===== config.mk =====
export PLATFORM = sky130hd
export DESIGN_NAME = semi_auto_ctrl
export DESIGN_NICKNAME = d
export VERILOG_FILES = /design/src/rtl/semi_auto_ctrl.sv
export SDC_FILE = /design/constraint.sdc
export NUM_CORES = 1
export LEC_CHECK = 0
export CAP_MARGIN = 25
export CORE_MARGIN = 10
export CORE_UTILIZATION = 53
export CTS_CLUSTER_SIZE = 8
export DETAILED_ROUTE_END_ITERATION = 6
export PLACE_DENSITY = 0.79
export SKIP_LAST_GASP = 1
export SYNTH_ARGS = -nofsm -noshare
export SYNTH_HDL_FRONTEND = slang
export SYNTH_SLANG_ARGS = --single-unit

===== constraint.sdc =====
create_clock -name clk_20ms -period 2.6 [get_ports clk_20ms]
set_input_delay 0.52 -clock clk_20ms [delete_from_list [all_inputs] [get_ports clk_20ms]]
set_output_delay 0.52 -clock clk_20ms [all_outputs]
set_load 0.1 [all_outputs]

===== src/rtl/semi_auto_ctrl.sv =====
// rtl/semi_auto_ctrl.sv - semi-automatic drive controller (MOVE/WAIT/TURN/COOL sequencer)
//
// Sequences a vehicle through MOVE, WAIT, TURN and COOL on a 20 ms tick.
// In MOVE the obstacle detector picks automatic turns or stops; in WAIT a
// single user command starts a turn or a straight run. TURN and COOL are
// timed phases that ignore the detector and commands.
//
// Ports:
//   clk_20ms      in   20 ms tick clock, rising edge
//   rst           in   asynchronous active-low reset
//   power         in   1 = vehicle powered
//   global_state  in   [1:0] block enabled for 2'b01 or 2'b10
//   detector      in   [3:0] blocked flags: [3] front [2] back [1] left [0] right
//   cmd_left/cmd_right/cmd_straight/cmd_back  in  user commands (one-hot to count)
//   state         out  [1:0] MOVE=00 WAIT=01 TURN=10 COOL=11
//   moving_state  out  [3:0] MOVE 1000, WAIT 0000, TURN 0100, COOL 0001
//   turn_dir      out  [1:0] 10 left, 01 right, 00 none
//   uturn         out  1 while the current/last turn is a U-turn
//   turn_count    out  [CNT_W-1:0] completed turns, saturating
module semi_auto_ctrl #(
  parameter int TURN_TICKS  = 50,
  parameter int UTURN_TICKS = 100,
  parameter int COOL_TICKS  = 50,
  parameter int GRACE_TICKS = 25,
  parameter int CNT_W       = 8
) (
  input  logic             clk_20ms,
  input  logic             rst,
  input  logic             power,
  input  logic [1:0]       global_state,
  input  logic [3:0]       detector,
  input  logic             cmd_left,
  input  logic             cmd_right,
  input  logic             cmd_straight,
  input  logic             cmd_back,
  output logic [1:0]       state,
  output logic [3:0]       moving_state,
  output logic [1:0]       turn_dir,
  output logic             uturn,
  output logic [CNT_W-1:0] turn_count
);

  typedef enum logic [1:0] {
    S_MOVE = 2'b00,
    S_WAIT = 2'b01,
    S_TURN = 2'b10,
    S_COOL = 2'b11
  } state_t;

  localparam logic [CNT_W-1:0] ONE        = CNT_W'(1);
  localparam logic [CNT_W-1:0] TURN_LAST  = CNT_W'(TURN_TICKS - 1);
  localparam logic [CNT_W-1:0] UTURN_LAST = CNT_W'(UTURN_TICKS - 1);
  localparam logic [CNT_W-1:0] COOL_LAST  = CNT_W'(COOL_TICKS - 1);
  localparam logic [CNT_W-1:0] GRACE_LOAD = CNT_W'(GRACE_TICKS);

  localparam logic [1:0] DIR_NONE  = 2'b00;
  localparam logic [1:0] DIR_LEFT  = 2'b10;
  localparam logic [1:0] DIR_RIGHT = 2'b01;

  state_t           state_q;
  state_t           state_n;
  logic [CNT_W-1:0] tick;
  logic [CNT_W-1:0] grace;
  logic [1:0]       dir_n;
  logic             uturn_n;
  logic [3:0]       ms_n;
  logic             enable;
  logic             one_cmd;
  logic             grace_expired;
  logic             count_turn;
  logic             load_grace;
  logic [3:0]       cmds;

  assign state = state_q;
  assign cmds  = {cmd_left, cmd_right, cmd_straight, cmd_back};

  always_ff @(posedge clk_20ms or negedge rst) begin
    if (!rst) begin
      state_q      <= S_WAIT;
      moving_state <= 4'b0000;
      turn_dir     <= DIR_NONE;
      uturn        <= 1'b0;
      turn_count   <= '0;
      tick         <= '0;
      grace        <= '0;
    end else begin
      state_q      <= state_n;
      moving_state <= ms_n;
      turn_dir     <= dir_n;
      uturn        <= uturn_n;

      if (!enable || (state_n != state_q)) begin
        tick <= '0;
      end else begin
        tick <= tick + ONE;
      end

      // Grace only lives while MOVE persists after a COOL exit; any other
      // way of being in or leaving MOVE leaves it expired (zero).
      if (!enable) begin
        grace <= '0;
      end else if (load_grace) begin
        grace <= GRACE_LOAD;
      end else if (state_n != S_MOVE) begin
        grace <= '0;
      end else if (grace != '0) begin
        grace <= grace - ONE;
      end

      if (count_turn && (turn_count != '1)) begin
        turn_count <= turn_count + ONE;
      end
    end
  end

  always_comb begin
    state_n    = state_q;
    dir_n      = turn_dir;
    uturn_n    = uturn;
    count_turn = 1'b0;
    load_grace = 1'b0;
    ms_n       = 4'b0000;

    enable  = power & ((global_state == 2'b01) | (global_state == 2'b10));
    one_cmd = $onehot(cmds);
    // The loaded value counts down once per MOVE cycle; stops unlock on the
    // last suppressed cycle so MOVE is held for exactly GRACE_TICKS cycles.
    grace_expired = (grace <= ONE);

    if (!enable) begin
      state_n = S_WAIT;
      dir_n   = DIR_NONE;
      uturn_n = 1'b0;
    end else begin
      case (state_q)
        S_MOVE: begin
          if (detector == 4'b1011) begin
            state_n = S_TURN;
            dir_n   = DIR_RIGHT;
            uturn_n = 1'b1;
          end else if (detector == 4'b1001) begin
            state_n = S_TURN;
            dir_n   = DIR_LEFT;
            uturn_n = 1'b0;
          end else if (detector == 4'b1010) begin
            state_n = S_TURN;
            dir_n   = DIR_RIGHT;
            uturn_n = 1'b0;
          end else if (detector[3]) begin
            state_n = S_WAIT;
          end else if ((!detector[1] || !detector[0]) && grace_expired) begin
            state_n = S_WAIT;
          end
        end
        S_WAIT: begin
          if (one_cmd) begin
            if (cmd_left && !detector[1]) begin
              state_n = S_TURN;
              dir_n   = DIR_LEFT;
              uturn_n = 1'b0;
            end else if (cmd_right && !detector[0]) begin
              state_n = S_TURN;
              dir_n   = DIR_RIGHT;
              uturn_n = 1'b0;
            end else if (cmd_straight && !detector[3]) begin
              state_n = S_COOL;
              dir_n   = DIR_NONE;
              uturn_n = 1'b0;
            end else if (cmd_back) begin
              state_n = S_TURN;
              dir_n   = DIR_RIGHT;
              uturn_n = 1'b1;
            end
          end
        end
        S_TURN: begin
          if (tick == (uturn ? UTURN_LAST : TURN_LAST)) begin
            state_n    = S_COOL;
            count_turn = 1'b1;
          end
        end
        S_COOL: begin
          if (tick == COOL_LAST) begin
            state_n    = S_MOVE;
            dir_n      = DIR_NONE;
            uturn_n    = 1'b0;
            load_grace = 1'b1;
          end
        end
        default: state_n = S_WAIT;
      endcase
    end

    case (state_n)
      S_MOVE:  ms_n = 4'b1000;
      S_TURN:  ms_n = 4'b0100;
      S_COOL:  ms_n = 4'b0001;
      default: ms_n = 4'b0000;
    endcase
  end

endmodule


Word-level counts from Yosys, hierarchy flattened
Index checks and enable logic that the tools add are counted.
{ "word_totals": {"reg_bits": 33, "elab_cells": 102} }
{ "op_classes": {"n_addsub": 6, "magnitude_cmp": 1, "eq_ne": 21, "n_mux": 49, "n_bitwise": 2, "n_reduce_logical": 16} }
{ "ops": {"columns": ["cell", "n"], "rows": [
  ["$mux W2", 23],
  ["$mux W8", 5],
  ["$add A8 B1 Y8 const B", 2],
  ["$mux W1", 16],
  ["$eq A4 B4 Y1 const B", 3],
  ["$pmux W4 S3", 1],
  ["$eq A2 B2 Y1 const B", 5],
  ["$eq A8 B6 Y1 const B", 1],
  ["$eq A8 B7 Y1", 1],
  ["$le A8 B1 Y1 const B", 1],
  ["$ne A4 B1 Y1 const B", 2],
  ["$ne A8 B8 Y1 const B", 1],
  ["$pmux W2 S4", 1],
  ["$reduce_bool A8 Y1", 1],
  ["$sub A8 B1 Y8 const B", 1],
  ["$mux W7", 1],
  ["$ne A3 B3 Y1 const B", 2],
  ["$ne A6 B6 Y1 const B", 1],
  ["$pmux W2 S3", 1],
  ["$logic_and A1 B1 Y1", 5],
  ["$ne A5 B5 Y1 const B", 1],
  ["$reduce_and A5 Y1", 1],
  ["$add A1 B1 Y2", 2],
  ["$eq A2 B1 Y1 const B", 2],
  ["10 further kinds", 15]
]} }

Longest topological paths before layout
Gate-level depths: netlist of the first run.
{ "depth": {"depth_word": 14, "mapped_depth": 11, "ltp_nobuf": 11} }

Worst setup path after synthesis of the first run
No wires, ideal clock.
{ "synth_path": {"kind": "input to register", "from": "input cmd_left", "to": "register grace[1]", "setup_time_ns": 0.094, "arrival_time_ns": 2.667, "required_ns": 2.506, "path_slack_ns": -0.161, "stages": 11, "n_path_buf": 0, "path_cell_list": "inv_1 > fa_1 > inv_1 > ha_1 > ha_1 > nor3b_1 > nor2_1 > a211oi_1 > o2111a_1 > nand3_1 > a211oi_1"} }
{ "synth_between": {"elab_chain_cells": 10, "elab_cells_between_ends": 13, "cone_classes": "2 x add/sub; 2 x eq/ne; 7 x mux; 2 x reduce/logical"} }
{ "synth_rtl": {"columns": ["item", "line_no", "text"], "rows": [
  ["start, declared", "32", "input logic cmd_left,"],
  ["$add A1 B1 Y2 (implied by the code)", "125", "one_cmd = $onehot(cmds);"],
  ["$add A2 B2 Y3 (implied by the code)", "125", null],
  ["$eq A3 B1 Y1", "125", null],
  ["$mux W2 (*)", "156", "if (one_cmd) begin"],
  ["$pmux W2 S4 (*)", "135", "case (state_q)"],
  ["$mux W2 (*)", "130", "if (!enable) begin"],
  ["$reduce_bool A2 Y1 (*)", "104", "end else if (state_n != S_MOVE) begin"],
  ["$mux W8", "104", null],
  ["$mux W8", "102", "end else if (load_grace) begin"],
  ["$mux W8", "100", "if (!enable) begin"],
  ["end signal, assigned", "107", "grace <= grace - ONE;"],
  ["end, declared", "63", "logic [CNT_W-1:0] grace;"]
]} }
Every way passes the cells marked *; elsewhere a longest branch is shown, timed or not.
A chain may end at the register's enable or synchronous reset.

Worst setup path after layout of the first run
{ "layout_path": {"from": "input cmd_back", "to": "register tick[7]"} }
{ "layout_between": {"elab_chain_cells": 10, "elab_cells_between_ends": 13, "cone_classes": "2 x add/sub; 2 x eq/ne; 8 x mux; 1 x reduce/logical"} }
{ "layout_rtl": {"columns": ["item", "line_no", "text"], "rows": [
  ["start, declared", "35", "input logic cmd_back,"],
  ["parallel branches: the longest is 4 deep, another holds $add A2 B2 Y3", null, null],
  ["$mux W2 (*)", "156", null],
  ["$pmux W2 S4 (*)", "135", null],
  ["$mux W2 (*)", "130", null],
  ["$ne A2 B2 Y1 (*)", "92", "if (!enable || (state_n != state_q)) begin"],
  ["$logic_or A1 B1 Y1 (*)", "92", null],
  ["$mux W8 (*)", "92", null],
  ["end signal, assigned", "95", "tick <= tick + ONE;"],
  ["end, declared", "62", "logic [CNT_W-1:0] tick;"]
]} }
Every way passes the cells marked *.

==> qor.txt, run 1 <==
run status: finished clean
gr usage total: 14.6%
Yosys reg bits: 32
worst setup skew after layout: 13.2 ps
mean number of vias per cell: 5.59
warning count from the yosys run: 0
proportion of netlist area held by the largest area contributor: 42.9%
endpoint kind of the worst setup timing path: flip-flop
average size of a mapped cell: 9.83 um2
post-synth design cell area: 1810 um2
mux cell area share after synthesis: 1.73%
Inserted Clock Buffers: 5
max-capacitance violation count: 0
maximum number of buffers from clock root to sink: 2
number of vias after detailed routing: 1,537
Main synth FF type: sky130_fd_sc_hd__dfrtp_1
initial drt markers: 110
highest ir drop seen on vdd: 324 uV
Worst Hold Slack: 506 ps
Mapped Nets: 206
top area cells in the synthesized netlist: sky130_fd_sc_hd__dfrtp_1 (43%), sky130_fd_sc_hd__xor2_1 (5.8%), sky130_fd_sc_hd__ha_1 (5.5%), sky130_fd_sc_hd__nor2_1 (5.4%), sky130_fd_sc_hd__xnor2_1 (3.9%)
largest family of logic cells by synthesized area: simple AND/OR/NAND/NOR gates
first-pass GRT wire length: 7.40 mm
post-placement setup slack: -706 ps
setup repair after global routing missed its margin: false
parity-gate share of the synthesized area counting xor and xnor cells: 9.68%
clock tree root buffer cell: sky130_fd_sc_hd__clkbuf_4
Placed Instances: 264
antenna violations before repair: 0
placeable core region: 3310 um2
Reg clk slew, reported paths: 100 ps
final period utilization: 96.1%
layout net count: 250
cells along the critical path: clkbuf_2 > inv_2 > fa_1 > inv_2 > ha_4 > ha_4 > nor3b_4 > nor2_2 > a211oi_2 > o2111a_2 > o221ai_4 > nor2_1
final standard cell count with taps included and fillers excluded: 275
number of detailed-route iterations in the first pass: 4
effective utilization at floorplan: 54.6%
post-synth cell types: 47
Synth Area in Compound Gates: 9.96%
relative slew slack: 65.3%
number of stages on the worst hold path: 1
number of global-route vias before repair: 1,618
kind of start point of the critical path: input pin
cell type contributing the most total cell area after synthesis: sky130_fd_sc_hd__dfrtp_1
Die Width: 78.4 um
die height: 78.4 um
post-synthesis sequential area ratio: 44.3%
DIE AREA: 6150 um2
Rows: 21
Final ANT Viol Nets: 0
min cycle time layout: 2500 ps
drt wl/cell: 15.3 um
TritonCTS clock tree: built
adder and majority cell fraction of the synthesized area: 6.64%
longest individual stage delay on the worst path: 550 ps
TritonCTS Sinks: 32
endpoints failing hold: 0
maximum level of the CTS H-tree: 2
cells after synthesis: 184
grt total ovfl: 0
clock latency on the worst-skew pair: 330 ps
gp weighted congestion: 0.835
worst path required time: 2870 ps
fraction of layout instances using a drive strength above 1: 27.1%
slowest stage cell, crit path: sky130_fd_sc_hd__fa_1
Post-synth EDFFs: 0
HPWL reported at the end of detailed placement: 3.23 mm
Async S/R FF share, synth: 100%
highest clock frequency the design can meet: 0.400 GHz
number of buffers inserted by hold repair at cts: 0
static leakage: 0.00113 uW
number of slew-limit violations in the final report: 0
final number of setup-violating endpoints: 0
CP Data Arrival Time: 2770 ps
depth of the worst register-to-register path: 6
power per standard cell area: 500 nW/um2
total detailed-routing wirelength: 4.22 mm
Max FO, Critical Path: 8
maximum number of pins on one net before global-route repair: 33
top-level I/O count: 30
P&R area growth vs syn: 28.3%
final critical-path setup slack: 101 ps
simple-gate share of the synthesized area: 23.7%
pin slew with the least headroom to its limit: 507 ps
type of the worst min-delay path: reg2reg
detailed-route DRC error count: 0
number of diodes: 0
count of input and output buffers: 28
CP Class: in2reg
[registers in the layout, summed over array words and instances, names as in the netlist]
| signal | count |
|---|---|
| uturn | 1 |
| turn_count | 8 |
| state | 2 |
| grace | 8 |
| moving_state | 3 |
| tick | 8 |
| turn_dir | 2 |
[power breakdown]
group	leakage [uW]	internal (uW)	switching [uW]	total, uW
sequential	0.000441	511	20.1	531
combinational	0.000646	112	189	301
clock	0.0000386	159	169	328
[cell families after synthesis]
logic type,after synthesis
simple gates,79
mux,3
fa+ha+maj,9
buf+inv,17
xor+xnor,20
compound gates,23
flops,32
other cells,1
[per-stage QoR]
step	instance area (um2)	utilization [%]	setup TNS [ps]	power, uW
floorplan	1850	-	-33.6	722
global placement	2200	66.5	-12400	805
detailed placement	2200	66.5	-14540	814
CTS	2300	69.4	0	1150
global route	2320	70.1	0	1210
finish	2320	70.1	0	1160
[final cells by class]
class,count,area (um2)
fillers,270,990
clock buffers,8,68.8
multi-input cells,135,1020
repair buffers,40,315
well taps,46,57.6
flip-flops and latches,32,802
inverters,14,52.6
[repair_timing]
| item | in CTS | in global routing |
|---|---|---|
| setup buffers | 1 | 2 |
| setup endpoints to repair | 24 | 20 |
| resized for setup | 11 | 11 |
| pin swaps | 8 | 7 |
[layout by cell type (no fill, tap or decap), drive strengths merged, types with 4 or more instances in the layout]
master	n
nand4	7
clkbuf	11
nand2	13
nor3	5
clkdlybuf4s50	9
inv	14
nand2b	4
xor2	12
nor2	28
ha	8
xnor2	8
nand3	6
o21ai	5
dfrtp	31
buf	28
[synth_stat cells (all sizes together) (2+ instances only)]
cell type / instances
a211o: 2
a211oi: 2
and3: 3
clkbuf: 2
dfrtp: 31
ha: 8
inv: 14
mux2i: 2
nand2: 13
nand2b: 4
nand3: 6
nand4: 7
nand4b: 3
nor2: 28
nor2b: 2
nor3: 5
o2111ai: 2
o21ai: 5
o221ai: 2
or2: 2
xnor2: 8
xor2: 12
[worst max-delay path: cells and delay by family]
family	cells	cell delay (ps)
adder cells (fa/ha/maj)	3	950
AO/OA/AOI/OAI	3	700
AND/OR/NAND/NOR	3	410
buffers and inverters	3	190
[routing by layer]
metal  up-vias  track usage [%]  share of wire, %
met2        47             24.5                51
met4         0             6.27               2.3
met1       749             17.1                42
met5         -                0                 0
met3         9             4.10               4.9
li1        732                -                 -
[worst paths after layout]
| kind | from | slack [ps] | to |
|---|---|---|---|
| hold reg to reg | turn_count[7] | 510 | turn_count[7] |
| min in group asynchronous | rst | 580 | turn_count[4] |
| max in group asynchronous | rst | 1690 | state[0] |
| setup / recovery | cmd_back | 100 | tick[7] |
| setup reg to reg | tick[6] | 370 | turn_count[5] |
| hold / removal | turn_count[7] | 510 | turn_count[7] |
(Power assumes the default switching activity.)
==> run 2, diff against run 1 <==
--- a/config.mk
+++ b/config.mk
@@ -6,9 +6,10 @@
 export NUM_CORES = 1
 export LEC_CHECK = 0
-export CAP_MARGIN = 25
+export CAP_MARGIN = 20
 export CORE_MARGIN = 10
 export CORE_UTILIZATION = 53
 export CTS_CLUSTER_SIZE = 8
 export DETAILED_ROUTE_END_ITERATION = 6
+export MAX_ROUTING_LAYER = met4
 export PLACE_DENSITY = 0.79
 export SKIP_LAST_GASP = 1
==> constraint.sdc (replaced) <==
create_clock -name clk_20ms -period 2.6 [get_ports clk_20ms]
set_input_delay 0.39 -clock clk_20ms [delete_from_list [all_inputs] [get_ports clk_20ms]]
set_output_delay 0.39 -clock clk_20ms [all_outputs]
set_load 0.1 [all_outputs]
==> run 2 against run 1 <==
  * Register-to-register slack gained 30 ps
  * Combinational power is 6.6% higher
  * Worst setup slack got worse by 0.96 ps
  * Cell count rose by 0.36%
  * Total power increased by 11%
  * Critical path type unchanged
  * Largest power group unchanged
  * Highest routed layer unchanged
==> qor.txt, run 2 (same netlist as run 1, synthesis figures left out) <==
run status: finished clean
Reg clk slew, reported paths: 110 ps (about the same)
final period utilization: 96.1% (about the same)
Flop pwr share: 41.4% (-4.4 points)
gr usage total: 14.8% (+0.14 points)
setup repair after global routing missed its margin: false
layout net count: 251 (+0.40%)
power per standard cell area: 545 nW/um2 (+9.1%)
detailed-route DRC error count: 0 (unchanged)
Clock power frac: 33.6% (+5.4 points)
TritonCTS Sinks: 32 (unchanged)
highest clock frequency the design can meet: 0.400 GHz (about the same)
mean number of vias per cell: 5.47 (-2.0%)
post-layout instance area: 2360 um2 (+1.5%)
switching pwr: 390 uW (+3.2%)
highest ir drop seen on vdd: 363 uV (+12%)
worst setup skew after layout: 11.1 ps (-2.16 ps)
worst path required time: 2860 ps (about the same)
drt wl/cell: 15.6 um (+1.8%)
flop-to-flop setup slack: 400 ps (+30 ps)
top-level I/O count: 30 (unchanged)
Die Width: 78.4 um (unchanged)
HPWL reported at the end of detailed placement: 3.06 mm (-5.2%)
number of global-route vias before repair: 1,563 (-3.4%)
fraction of layout instances using a drive strength above 1: 26.1% (-0.99 points)
TritonCTS clock tree: built
initial drt markers: 103 (-6.4%)
number of diodes: 0 (unchanged)
pin slew with the least headroom to its limit: 589 ps (+81.7 ps)
effective utilization at floorplan: 54.6% (unchanged)
relative slew slack: 60.3% (-5.1 points)
maximum level of the CTS H-tree: 2 (unchanged)
Rows: 21 (unchanged)
max-capacitance violation count: 0 (unchanged)
slowest stage cell, crit path: sky130_fd_sc_hd__fa_1
first-pass GRT wire length: 7.19 mm (-2.9%)
type of the worst min-delay path: in2async
Switching Share: 30.3% (-2.2 points)
CP Class: in2reg
final core occ: 71.2% (+1.1 points)
maximum number of buffers from clock root to sink: 2 (unchanged)
Max FO, Critical Path: 3 (-5)
CP Data Arrival Time: 2760 ps (about the same)
combinational share of power: 25.0% (-1.0 points)
clock latency on the worst-skew pair: 340 ps (about the same)
number of vias after detailed routing: 1,511 (-1.7%)
kind of start point of the critical path: input pin
die height: 78.4 um (unchanged)
placeable core region: 3310 um2 (unchanged)
gp weighted congestion: 0.932 (+12%)
number of slew-limit violations in the final report: 0 (unchanged)
highest-count cells in the layout ignoring fill and taps: sky130_fd_sc_hd__dfrtp_1 (31), sky130_fd_sc_hd__buf_4 (29), sky130_fd_sc_hd__nor2_1 (25)
endpoints failing hold: 0 (unchanged)
P&R area growth vs syn: 30.2%
final number of setup-violating endpoints: 0 (unchanged)
cell area after placement: 2150 um2 (-2.6%)
Largest regs: grace (8), tick (8), turn_count (8)
Worst Hold Slack: 427 ps (-79.3 ps)
most common cell after layout, fill and taps aside: sky130_fd_sc_hd__dfrtp_1
endpoint kind of the worst setup timing path: flip-flop
longest individual stage delay on the worst path: 470 ps (-80 ps)
origin of the critical flop-to-flop path: tick[6]
grt total ovfl: 0 (unchanged)
worst reg2reg path endpoint: turn_count[7]
Final ANT Viol Nets: 0 (unchanged)
antenna violations before repair: 0 (unchanged)
cells along the critical path: clkdlybuf4s15_1 > inv_1 > fa_1 > inv_1 > ha_2 > ha_4 > nor3b_4 > buf_4 > buf_4 > o221ai_4 > a21o_1 > a211o_1 > a21oi_1
DIE AREA: 6150 um2 (unchanged)
min cycle time layout: 2500 ps (+0.961 ps)
clock tree root buffer cell: sky130_fd_sc_hd__clkbuf_4
static leakage: 0.00114 uW (+1.6%)
count of input and output buffers: 28 (unchanged)
total detailed-routing wirelength: 4.31 mm (+2.2%)
internal power: 895 uW (+14%)
number of buffers inserted by hold repair at cts: 0 (unchanged)
depth of the worst register-to-register path: 6 (unchanged)
number of detailed-route iterations in the first pass: 4 (unchanged)
maximum number of pins on one net before global-route repair: 33 (unchanged)
Inserted Clock Buffers: 5 (unchanged)
[run 2: cell types whose count changed in the layout (fill, tap and decap cells not counted), sizes merged]
cell,previous run,this run
buf,28,29
clkdlybuf4s15,0,1
bufinv,0,1
clkbuf,11,9
[run 2: how the worst max path moves through the flow]
stage / slack, ps / start / end / depth (start not counted)
floorplan: 10 / cmd_left / grace[1] / 11
global placement: -590 / cmd_left / grace[1] / 12
detailed placement: -720 / cmd_left / grace[1] / 12
CTS: 80 / cmd_left / tick[6] / 12
global route: 10 / cmd_back / tick[6] / 12
finish: 100 / cmd_back / turn_dir[1] / 13
[run 2: routing by layer]
| layer | part of all wire (%) | vias to the layer above | track usage [%] |
|---|---|---|---|
| li1 | - | 729 | - |
| met1 | 44 | 727 | 16.7 |
| met2 | 50 | 44 | 24.5 |
| met3 | 3.5 | 11 | 4.44 |
| met4 | 2.1 | 0 | 4.66 |
| met5 | 0 | - | - |
[run 2: final cells by class]
cell class	instances	area, um2
fillers	264	955
clock buffers	7	65.1
flip-flops and latches	32	802
clock inverters	1	30.0
inverters	14	52.6
repair buffers	41	328
multi-input cells	135	1020
well taps	46	57.6
[run 2: critical path, delay by kind of cell]
kind | cells | cell delay (ps)
and+or+nand+nor | 1 | 210
AOI/OAI and AO/OA | 4 | 750
adders and majority gates | 3 | 870
buffers and inverters | 5 | 540
[run 2: per-stage QoR]
| step | cells | worst slack (ps) | TNS [ps] | total power, uW |
|---|---|---|---|---|
| after floorplan | 184 | 10.7 | 0 | 710 |
| after global placement | 262 | -588 | -12430 | 790 |
| after detailed placement | 262 | -723 | -14660 | 796 |
| after CTS | 275 | 77.6 | 0 | 1270 |
| after global routing | 276 | 13.8 | 0 | 1340 |
| final | 276 | 100 | 0 | 1280 |
[run 2: power groups by stage]
stage | Sequential (uW) | Combinational (uW) | Clock (uW)
2_1_floorplan | 595 | 115 | 0
3_3_place_gp | 539 | 251 | 0
3_5_place_dp | 541 | 256 | 0
4_1_cts | 532 | 302 | 441
5_1_grt | 535 | 342 | 463
6_report | 532 | 321 | 431
[run 2: what timing repair did]
action                                  CTS  global route
pin swaps                                 9             6
resized for setup                        12            11
buffers inserted                          5             1
endpoints found under the setup margin   24            23
==> run 3, diff against run 2 <==
- GPL_ROUTABILITY_DRIVEN: unset -> 0
==> results of run 3 <==
The final DEF is identical to that of run 2; final timing and power are the same.
